## config.mk

```make
export PLATFORM = sky130hd
export DESIGN_NAME = board_tracker
export DESIGN_NICKNAME = d
export VERILOG_FILES = /design/src/rtl/board_tracker.sv
export SDC_FILE = /design/constraint.sdc
export NUM_CORES = 2
export LEC_CHECK = 0
export BUFFER_PORTS_ARGS = -buffer_cell sky130_fd_sc_hd__buf_2
export CAP_MARGIN = 20
export CORE_MARGIN = 5
export CORE_UTILIZATION = 55
export DETAILED_ROUTE_END_ITERATION = 6
export MAX_ROUTING_LAYER = met4
export PLACE_DENSITY = 0.76
export SLEW_MARGIN = 0
export SYNTH_ARGS = -nofsm -noshare
export SYNTH_HDL_FRONTEND = slang
export SYNTH_SLANG_ARGS = --single-unit
```

## constraint.sdc

```tcl
create_clock -name clk -period 8.08 [get_ports clk]
set_input_delay 0.404 -clock clk [delete_from_list [all_inputs] [get_ports clk]]
set_output_delay 0.404 -clock clk [all_outputs]
set_load 0.02 [all_outputs]
```

## src/rtl/board_tracker.sv

```systemverilog
`default_nettype none
// ============================================================================
//  Module      : board_tracker
//  Description : Battleship board bookkeeping. Validates fleet placement
//                during setup, then resolves shots one at a time, keeping
//                fired/hit bitmaps, per-ship hit counters and sunk status.
//  Revision    : 1.0  initial release
// ============================================================================
module board_tracker (
  input  logic         clk,
  input  logic         rst,
  input  logic         place_valid,
  input  logic [2:0]   place_ship,
  input  logic [3:0]   place_x,
  input  logic [3:0]   place_y,
  input  logic         place_vert,
  output logic         place_ok,
  output logic         place_err,
  input  logic         start,
  input  logic         shot_valid,
  output logic         shot_ready,
  input  logic [3:0]   shot_x,
  input  logic [3:0]   shot_y,
  output logic         res_valid,
  output logic         res_hit,
  output logic         res_sunk,
  output logic         res_repeat,
  output logic         res_illegal,
  output logic [2:0]   res_ship,
  output logic [99:0]  fired,
  output logic [99:0]  hits,
  output logic [4:0]   ships_alive,
  output logic         all_sunk
);

  localparam int         NUM_CELLS = 100;
  localparam int         NUM_SHIPS = 5;
  localparam logic [2:0] EMPTY     = 3'd7;

  typedef enum logic [1:0] {
    SETUP   = 2'd0,
    PLAY    = 2'd1,
    RESOLVE = 2'd2,
    DONE    = 2'd3
  } state_t;

  // Ship length by id; unknown ids have length zero.
  function automatic logic [2:0] ship_len(input logic [2:0] id);
    logic [2:0] len;
    case (id)
      3'd0:       len = 3'd2;
      3'd1, 3'd2: len = 3'd3;
      3'd3:       len = 3'd4;
      3'd4:       len = 3'd5;
      default:    len = 3'd0;
    endcase
    return len;
  endfunction

  // One-hot ship mask; ids above 4 give an all-zero mask.
  function automatic logic [4:0] ship_onehot(input logic [2:0] id);
    logic [4:0] oh;
    for (int k = 0; k < NUM_SHIPS; k++) begin
      oh[k] = (id == 3'(k));
    end
    return oh;
  endfunction

  state_t              state_q, state_d;
  logic [2:0]          map_q [NUM_CELLS];
  logic [2:0]          map_d [NUM_CELLS];
  logic [4:0]          placed_q, placed_d;
  logic [4:0]          alive_q, alive_d;
  logic [4:0][2:0]     cnt_q, cnt_d;
  logic [99:0]         fired_q, fired_d;
  logic [99:0]         hits_q, hits_d;
  logic [3:0]          sx_q, sx_d;
  logic [3:0]          sy_q, sy_d;
  logic                place_ok_q, place_ok_d;
  logic                place_err_q, place_err_d;
  logic                shot_ready_q, shot_ready_d;
  logic                res_valid_q, res_valid_d;
  logic                res_hit_q, res_hit_d;
  logic                res_sunk_q, res_sunk_d;
  logic                res_repeat_q, res_repeat_d;
  logic                res_illegal_q, res_illegal_d;
  logic [2:0]          res_ship_q, res_ship_d;
  logic                all_sunk_q, all_sunk_d;

  logic                place_take;
  logic                place_good;
  logic [2:0]          place_len;
  logic [6:0]          place_idx [NUM_SHIPS];
  logic                shot_illegal;
  logic [6:0]          shot_idx;
  logic [2:0]          shot_cell;

  // A request is only looked at in SETUP and not while a result pulse is out.
  assign place_take = (state_q == SETUP) && place_valid && !place_ok_q && !place_err_q;

  // Check every cell the requested ship would cover: on-board and empty.
  always_comb begin
    logic [4:0] cx;
    logic [4:0] cy;
    place_len  = ship_len(place_ship);
    place_good = (place_ship <= 3'd4) && ((placed_q & ship_onehot(place_ship)) == 5'd0);
    for (int i = 0; i < NUM_SHIPS; i++) begin
      cx = {1'b0, place_x} + (place_vert ? 5'd0 : 5'(i));
      cy = {1'b0, place_y} + (place_vert ? 5'(i) : 5'd0);
      place_idx[i] = 7'd0;
      if (3'(i) < place_len) begin
        if ((cx > 5'd9) || (cy > 5'd9)) begin
          place_good = 1'b0;
        end else begin
          place_idx[i] = ({2'b00, cy} * 7'd10) + {2'b00, cx};
          if (map_q[place_idx[i]] != EMPTY) begin
            place_good = 1'b0;
          end
        end
      end
    end
  end

  // Decode the captured shot; off-board shots never read a real cell.
  always_comb begin
    shot_illegal = (sx_q > 4'd9) || (sy_q > 4'd9);
    shot_idx     = ({3'b000, sy_q} * 7'd10) + {3'b000, sx_q};
    shot_cell    = shot_illegal ? EMPTY : map_q[shot_idx];
  end

  // Next-state, placement bookkeeping and shot resolution.
  always_comb begin
    state_d       = state_q;
    map_d         = map_q;
    placed_d      = placed_q;
    alive_d       = alive_q;
    cnt_d         = cnt_q;
    fired_d       = fired_q;
    hits_d        = hits_q;
    sx_d          = sx_q;
    sy_d          = sy_q;
    place_ok_d    = 1'b0;
    place_err_d   = 1'b0;
    res_valid_d   = 1'b0;
    res_hit_d     = 1'b0;
    res_sunk_d    = 1'b0;
    res_repeat_d  = 1'b0;
    res_illegal_d = 1'b0;
    res_ship_d    = EMPTY;

    case (state_q)
      SETUP: begin
        if (place_take) begin
          if (place_good) begin
            place_ok_d = 1'b1;
            placed_d   = placed_q | ship_onehot(place_ship);
            alive_d    = alive_q | ship_onehot(place_ship);
            for (int i = 0; i < NUM_SHIPS; i++) begin
              if (3'(i) < place_len) begin
                map_d[place_idx[i]] = place_ship;
              end
            end
          end else begin
            place_err_d = 1'b1;
          end
        end
        if (start && (placed_q == 5'h1F)) begin
          state_d = PLAY;
        end
      end

      PLAY: begin
        if (shot_valid && shot_ready_q) begin
          sx_d    = shot_x;
          sy_d    = shot_y;
          state_d = RESOLVE;
        end
      end

      RESOLVE: begin
        res_valid_d = 1'b1;
        if (shot_illegal) begin
          res_illegal_d = 1'b1;
        end else if (fired_q[shot_idx]) begin
          // Repeat shots report the cell but never count twice.
          res_repeat_d = 1'b1;
          res_hit_d    = (shot_cell != EMPTY);
          res_ship_d   = shot_cell;
        end else begin
          fired_d[shot_idx] = 1'b1;
          if (shot_cell != EMPTY) begin
            hits_d[shot_idx]   = 1'b1;
            res_hit_d          = 1'b1;
            res_ship_d         = shot_cell;
            cnt_d[shot_cell]   = cnt_q[shot_cell] + 3'd1;
            if ((cnt_q[shot_cell] + 3'd1) == ship_len(shot_cell)) begin
              res_sunk_d = 1'b1;
              alive_d    = alive_q & ~ship_onehot(shot_cell);
            end
          end
        end
        state_d = (alive_d == 5'd0) ? DONE : PLAY;
      end

      default: begin
        state_d = DONE;
      end
    endcase

    shot_ready_d = (state_d == PLAY);
    all_sunk_d   = (state_d == DONE);
  end

  // State register with synchronous reset to an empty board.
  always_ff @(posedge clk) begin
    if (rst) begin
      state_q       <= SETUP;
      for (int i = 0; i < NUM_CELLS; i++) begin
        map_q[i] <= EMPTY;
      end
      placed_q      <= 5'd0;
      alive_q       <= 5'd0;
      cnt_q         <= '0;
      fired_q       <= 100'd0;
      hits_q        <= 100'd0;
      sx_q          <= 4'd0;
      sy_q          <= 4'd0;
      place_ok_q    <= 1'b0;
      place_err_q   <= 1'b0;
      shot_ready_q  <= 1'b0;
      res_valid_q   <= 1'b0;
      res_hit_q     <= 1'b0;
      res_sunk_q    <= 1'b0;
      res_repeat_q  <= 1'b0;
      res_illegal_q <= 1'b0;
      res_ship_q    <= EMPTY;
      all_sunk_q    <= 1'b0;
    end else begin
      state_q       <= state_d;
      map_q         <= map_d;
      placed_q      <= placed_d;
      alive_q       <= alive_d;
      cnt_q         <= cnt_d;
      fired_q       <= fired_d;
      hits_q        <= hits_d;
      sx_q          <= sx_d;
      sy_q          <= sy_d;
      place_ok_q    <= place_ok_d;
      place_err_q   <= place_err_d;
      shot_ready_q  <= shot_ready_d;
      res_valid_q   <= res_valid_d;
      res_hit_q     <= res_hit_d;
      res_sunk_q    <= res_sunk_d;
      res_repeat_q  <= res_repeat_d;
      res_illegal_q <= res_illegal_d;
      res_ship_q    <= res_ship_d;
      all_sunk_q    <= all_sunk_d;
    end
  end

  assign place_ok    = place_ok_q;
  assign place_err   = place_err_q;
  assign shot_ready  = shot_ready_q;
  assign res_valid   = res_valid_q;
  assign res_hit     = res_hit_q;
  assign res_sunk    = res_sunk_q;
  assign res_repeat  = res_repeat_q;
  assign res_illegal = res_illegal_q;
  assign res_ship    = res_ship_q;
  assign fired       = fired_q;
  assign hits        = hits_q;
  assign ships_alive = alive_q;
  assign all_sunk    = all_sunk_q;

endmodule
`default_nettype wire

```

After elaboration in Yosys (flattened, before gate mapping):

Cells that the tools add are included.
W data, S select, Z words.

* add/subtract/negate cells: 15
* equality and inequality tests: 22
* order comparisons: 38
* bitwise gates (word level): 24
* shifts and indexed selects: 0
* $mul: 6
* reductions and logical operators: 38
* muxes and demuxes: 121
* divide/modulo/power cells: 0

Operators by type and width (number)
* $mux W300: 17
* $bwmux W300: 5
* $or A100 B100 Y100: 2
* $bmux W3 S7: 6
* $demux W3 S7: 5
* $ge A8 B8 Y1 const B: 11
* $not A7 Y8: 11
* $mux W3: 28
* $mux W7: 10
* $gt A5 B4 Y1 const B: 8
* $lt A8 B1 Y1 const B: 5
* $mux W5: 7
* $add A7 B5 Y7: 4
* $mux W1: 27
* $mul A5 B3 Y6 const B: 4
* $pmux W3 S4: 2
* $add A4 B2 Y5: 4
* $ne A3 B3 Y1 const B: 6
* $gt A4 B4 Y1 const B: 4
* $bwmux W15: 1
* $add A7 B4 Y7: 2
* $mux W2: 7
* $logic_and A1 B1 Y1: 13
* $eq A3 B2 Y1 const B: 4
* 41 further kinds: 71

* bits in writable memories: 0
* bits in latches: 0
* memories: 0
* logic and storage cells: 386
* input bits: 25
* memory bits (read-only): 0
* flip-flop bits (word level): 547

Logic depth before layout (Yosys ltp):

* depth in word-level cells: 42
* depth in mapped cells: 25

Least setup slack after synthesis:

OpenSTA, ideal clock, no wires.

* path type: register to register
* start point: reg sy_q[1]
* end point: reg all_sunk_q, in the netlist all_sunk
* cell stages (with the launch flop): 25
* setup slack: 2428 ps
* period minus slack after synthesis: 5652 ps
* path buffers: 2
* data required time: 7945 ps
* setup time: 135 ps
* arrival: 5518 ps
* cell sequence: dfxtp_1 -> ha_1 -> ha_1 -> inv_1 -> fa_1 -> clkbuf_1 -> nand2b_1 -> a21oi_1 -> xor2_1 -> o221ai_1 -> o21a_1 -> nor2_1 -> mux2_2 -> nand2_1 -> o21ai_0 -> a22oi_1 -> inv_1 -> ha_1 -> a2111o_1 -> o211a_1 -> and3_1 -> buf_1 -> o2111a_1 -> o311ai_1 -> o22ai_1

* cells in the longest elaborated chain, start to end: 24
* elaborated cells between the ends (all ways): 38

RTL lines
* start, declared: line 78 `logic [3:0] sy_q, sy_d;`
* start signal, assigned: line 247 `sy_q <= sy_d;`
* $mul A4 B3 Y6: line 127 `shot_idx = ({3'b000, sy_q} * 7'd10) + {3'b000, sx_q};`
* $add A7 B4 Y7: line 127
* $not A7 Y8 (not written as such): line 128 `shot_cell = shot_illegal ? EMPTY : map_q[shot_idx];`
* $bmux W3 S7: line 128
* $mux W3 (not written as such) (2 in series): line 128
* $mux W3: line 128
* $eq A3 B1 Y1 / $eq A3 B2 Y1 (equally long branches): line 50, 64
* $reduce_or A2 Y1: line 50 `case (id)`
* (+7 left out)
* $mux W5: line 191 `if (shot_cell != EMPTY) begin`
* $mux W5: line 184 `end else if (fired_q[shot_idx]) begin`
* $mux W5 (*): line 182 `if (shot_illegal) begin`
* $mux W5 (*): line 151 `case (state_q)`
* $logic_not A5 Y1 (*): line 202 `state_d = (alive_d == 5'd0) ? DONE : PLAY;`
* $mux W2 (*): line 202
* $pmux W2 S3 (*): line 151
* $eq A2 B2 Y1 (*): line 211 `all_sunk_d = (state_d == DONE);`
* end signal, assigned: line 257 `all_sunk_q <= all_sunk_d;`
* end, declared: line 88 `logic all_sunk_q, all_sunk_d;`

Mark *: on every way between the ends. The rest lies on a longest branch, timed or not. The select of a mux whose other input is x is not followed.
A chain may end at the register's enable or synchronous reset.

Worst setup path after layout:

* start point: reg sx_q[1]
* end point: reg all_sunk_q, in the netlist all_sunk

* cells in the longest elaborated chain, start to end: 23
* elaborated cells between the ends (all ways): 37

RTL lines
* start, declared: line 77 `logic [3:0] sx_q, sx_d;`
* start signal, assigned: line 226 `sx_q <= 4'd0;`
* start signal, assigned: line 246 `sx_q <= sx_d;`
* $add A7 B4 Y7: line 127
* $not A7 Y8 (not written as such): line 128
* $bmux W3 S7: line 128
* $mux W3 (not written as such) (2 in series): line 128
* $mux W3: line 128
* $eq A3 B1 Y1 / $eq A3 B2 Y1 (equally long branches): line 50, 64
* $reduce_or A2 Y1: line 50
* $pmux W3 S4: line 50
* (+6 left out)
* $mux W5: line 191
* $mux W5: line 184
* $mux W5 (*): line 182
* $mux W5 (*): line 151
* $logic_not A5 Y1 (*): line 202
* $mux W2 (*): line 202
* $pmux W2 S3 (*): line 151
* $eq A2 B2 Y1 (*): line 211

Marks and branches as above.

==> metrics.yaml <==
wl_per_cell_microns: 30.20
antenna_found_initial: 5
nNetsFinal: 4145
cp_max_fo: 55
cap_violations: 0
grt-ovfl-total: 0
synth_compound_area_share_pct: 23.71
hpwlAfterDp_mm: 106.2
synth_top_family_by_area: "compound AO/OA/AOI/OAI gates"
pin_count: 242
hold_viol_final: 0
synthXorXnorAreaFrac_pct: 1.807
drc_errors: 109
ctsHoldBuffers: 0
cts_max_level: 2
ys_seq_area_share_pct: 32.53
grt_pass1_wl_mm: 214.2
coreArea_sq_um: 60470
p_leak_uw: 0.01452
netlist_area_sq_um: 33660
power_frac_clock_pct: 39.2
synth_fp_nets: 4023
power_frac_seq_pct: 37.9
dr.pass1.iters: 7
finalInstanceArea_sq_um: 37710
die_x_microns: 257.4
clk_path_buf_depth: 3
synth_edf_count: 0
syn2layout_area_growth_pct: 12.03
cp.required_ns: 8.60
worstHoldPathType: "in2reg"
async_flop_share_pct: 0
status: "finished with violations"
p_comb_share_pct: 22.9
clock-skew-final_ns: 0.03396
p_int_uw: 4733
yosys_warnings: 0
syn_avg_cell_area_sq_um: 8.571
fp.dieH_microns: 257.4
cts_tree: "yes"
violations: "design-rule violations"
clk-insertion-delay-late_ns: 0.66
post-route-min-period_ns: 6.750
critPathKind: "reg2reg"
worst_setup_path_start_kind: "register"
ant_nets: 0
peakVddDrop_mv: 0.1592
drive_gt1_share_pct: 18.73
critPathCaptureType: "register"
synth_cell_types: 88
drt_wl_total_mm: 147.5
fmax_mhz: 148.1
slew_viol_final: 0
dieArea_sq_um: 66240
grt_start_max_net_pins: 100
min_period_over_period_pct: 83.54
tightest_slew_ns: 1.312
drt-initial-drc-count: 6632
final_util_pct: 62.36
power_switching_share_pct: 33.57
gp_congestion: 1.270
synthMuxAreaShare_pct: 16.77
num_vias: 35820
placed_cell_area_sq_um: 35670
port_buffers: 241
synthFlopType: "dfxtp_1"
start_util_pct: 55.66
clockRootBuffer: "clkbuf_16"
rows: 90
via_per_inst: 7.335
ys_ff_latch: 547
slew_headroom_pct: 12.45
cts_resized: 0
clock-sinks: 547
worstPathArrival_ns: 7.27
tns_ns: 0
setup_violations: 0
grt_usage_pct: 43.16
synthCells: 3927
path_clk_slew_ns: 0.07
post_cts_buffers: 0
grt_pass1_vias: 32540
p_per_area_nw_per_um2: 188.9
synth_simple_gate_area_share_pct: 17.57
numCtsBuffers: 58
synthAdderAreaFrac_pct: 2.952
rsz0062_at_grt: "false"
switchingPower_uw: 2391
[area by class of cell]
cell class / count / area [sq um]
Fill cell: 5198 / 22760
Multi-Input combinational cell: 3021 / 21340
Sequential cell: 547 / 10950
Timing Repair Buffer: 365 / 2235
Clock buffer: 73 / 1568
Tap cell: 782 / 978.4
Clock inverter: 34 / 407.9
Inverter: 56 / 215.2
Antenna cell: 5 / 12.51
[flip-flops by register name, summed over array words and instances (netlist names), 2 cells and up]
name,cells
state_q,2
map_q,300
ships_alive,5
placed_q,5
res_ship,3
fired,100
sy_q,4
cnt_q,15
hits,100
sx_q,4
[layout by cell type, fill, tap and decap left out, drive strengths merged, types with 65 or more instances in the layout]
master	n
nand2	469
a21o	68
a221o	65
o21ai	273
buf	364
nor2	415
mux2i	78
clkbuf	73
nand3	203
a21oi	331
o211ai	83
mux4	195
o22ai	96
dfxtp	547
[worst max-delay path, stage by stage (launching register included)]
cell and delay (ns):
dfxtp_1 0.35, ha_4 0.18, fa_4 1.06, buf_12 0.36, mux2_2 0.38, a22o_1 0.22, a21oi_1 0.20, o22ai_1 0.10
nor3_1 0.72, o311a_1 0.48, nor4_2 0.15, a22oi_1 0.43, inv_1 0.09, ha_1 0.40, a2111o_1 0.41, o211a_1 0.15
and3_1 0.23, o2111a_1 0.17, o311ai_1 0.32, o22ai_1 0.13
[path summary, 6_finish.rpt]
path                   end      start  depth (start not counted)  slack, ns
setup reg to reg  all_sunk    sx_q[1]                         19       1.33
hold / removal     sx_q[3]  shot_x[3]                          3       0.02
setup / recovery  all_sunk    sx_q[1]                         19       1.33
hold reg to reg   hits[10]   hits[10]                          2       0.46
[Yosys cell counts, drive strengths merged (37+ instances only)]
master / number / share of area, %
clkbuf: 191 / 2.1
nor3: 63 / 0.94
a21o: 68 / 1.5
nand2b: 50 / 0.93
a21oi: 331 / 4.9
nand2: 469 / 5.2
xnor2: 37 / 0.99
o31ai: 63 / 1.4
buf: 112 / 1.9
mux2: 42 / 1.4
o211ai: 83 / 1.9
a221o: 65 / 1.9
mux4: 195 / 13
nand3: 203 / 3.1
a221oi: 63 / 1.6
o21ai: 273 / 4.1
inv: 56 / 0.62
ha: 57 / 2.1
dfxtp: 547 / 33
nor2: 415 / 4.7
o22ai: 96 / 1.8
mux2i: 78 / 2.3
[metrics by stage]
| stage | worst slack [ns] | instances | total power (uW) | hold WS, ns |
|---|---|---|---|---|
| after floorplan | 2.428 | 3927 | 3666 | 0.4382 |
| after global placement | 1.269 | 4764 | 4277 | 0.4425 |
| after detailed placement | 1.152 | 4767 | 4276 | 0.4487 |
| after CTS | 1.517 | 4874 | 7007 | 0.01045 |
| after global routing | 1.083 | 4883 | 7243 | 0.01997 |
| final | 1.330 | 4883 | 7124 | 0.02249 |
[per-layer routing]
metal | routed length (microns) | GRT usage (%)
met1 | 51650 | 52.47
met2 | 60180 | 60.73
met3 | 22500 | 15.48
met4 | 13130 | 27.66
met5 | 0 | -
[cells by family after synthesis]
logic type,after synthesis
fa+ha+maj,71
compound gates,1229
xor+xnor,66
flops,547
buf+inv,359
mux,315
simple gates,1340
[power groups by stage]
stage | logic, uW | clock network, uW | registers (uW)
after floorplan | 908 | 0 | 2760
after global placement | 1520 | 0 | 2760
after detailed placement | 1520 | 0 | 2760
after CTS | 1520 | 2790 | 2700
after global routing | 1640 | 2900 | 2700
final | 1630 | 2790 | 2700
No activity file was read; power rests on OpenSTA's default activity.
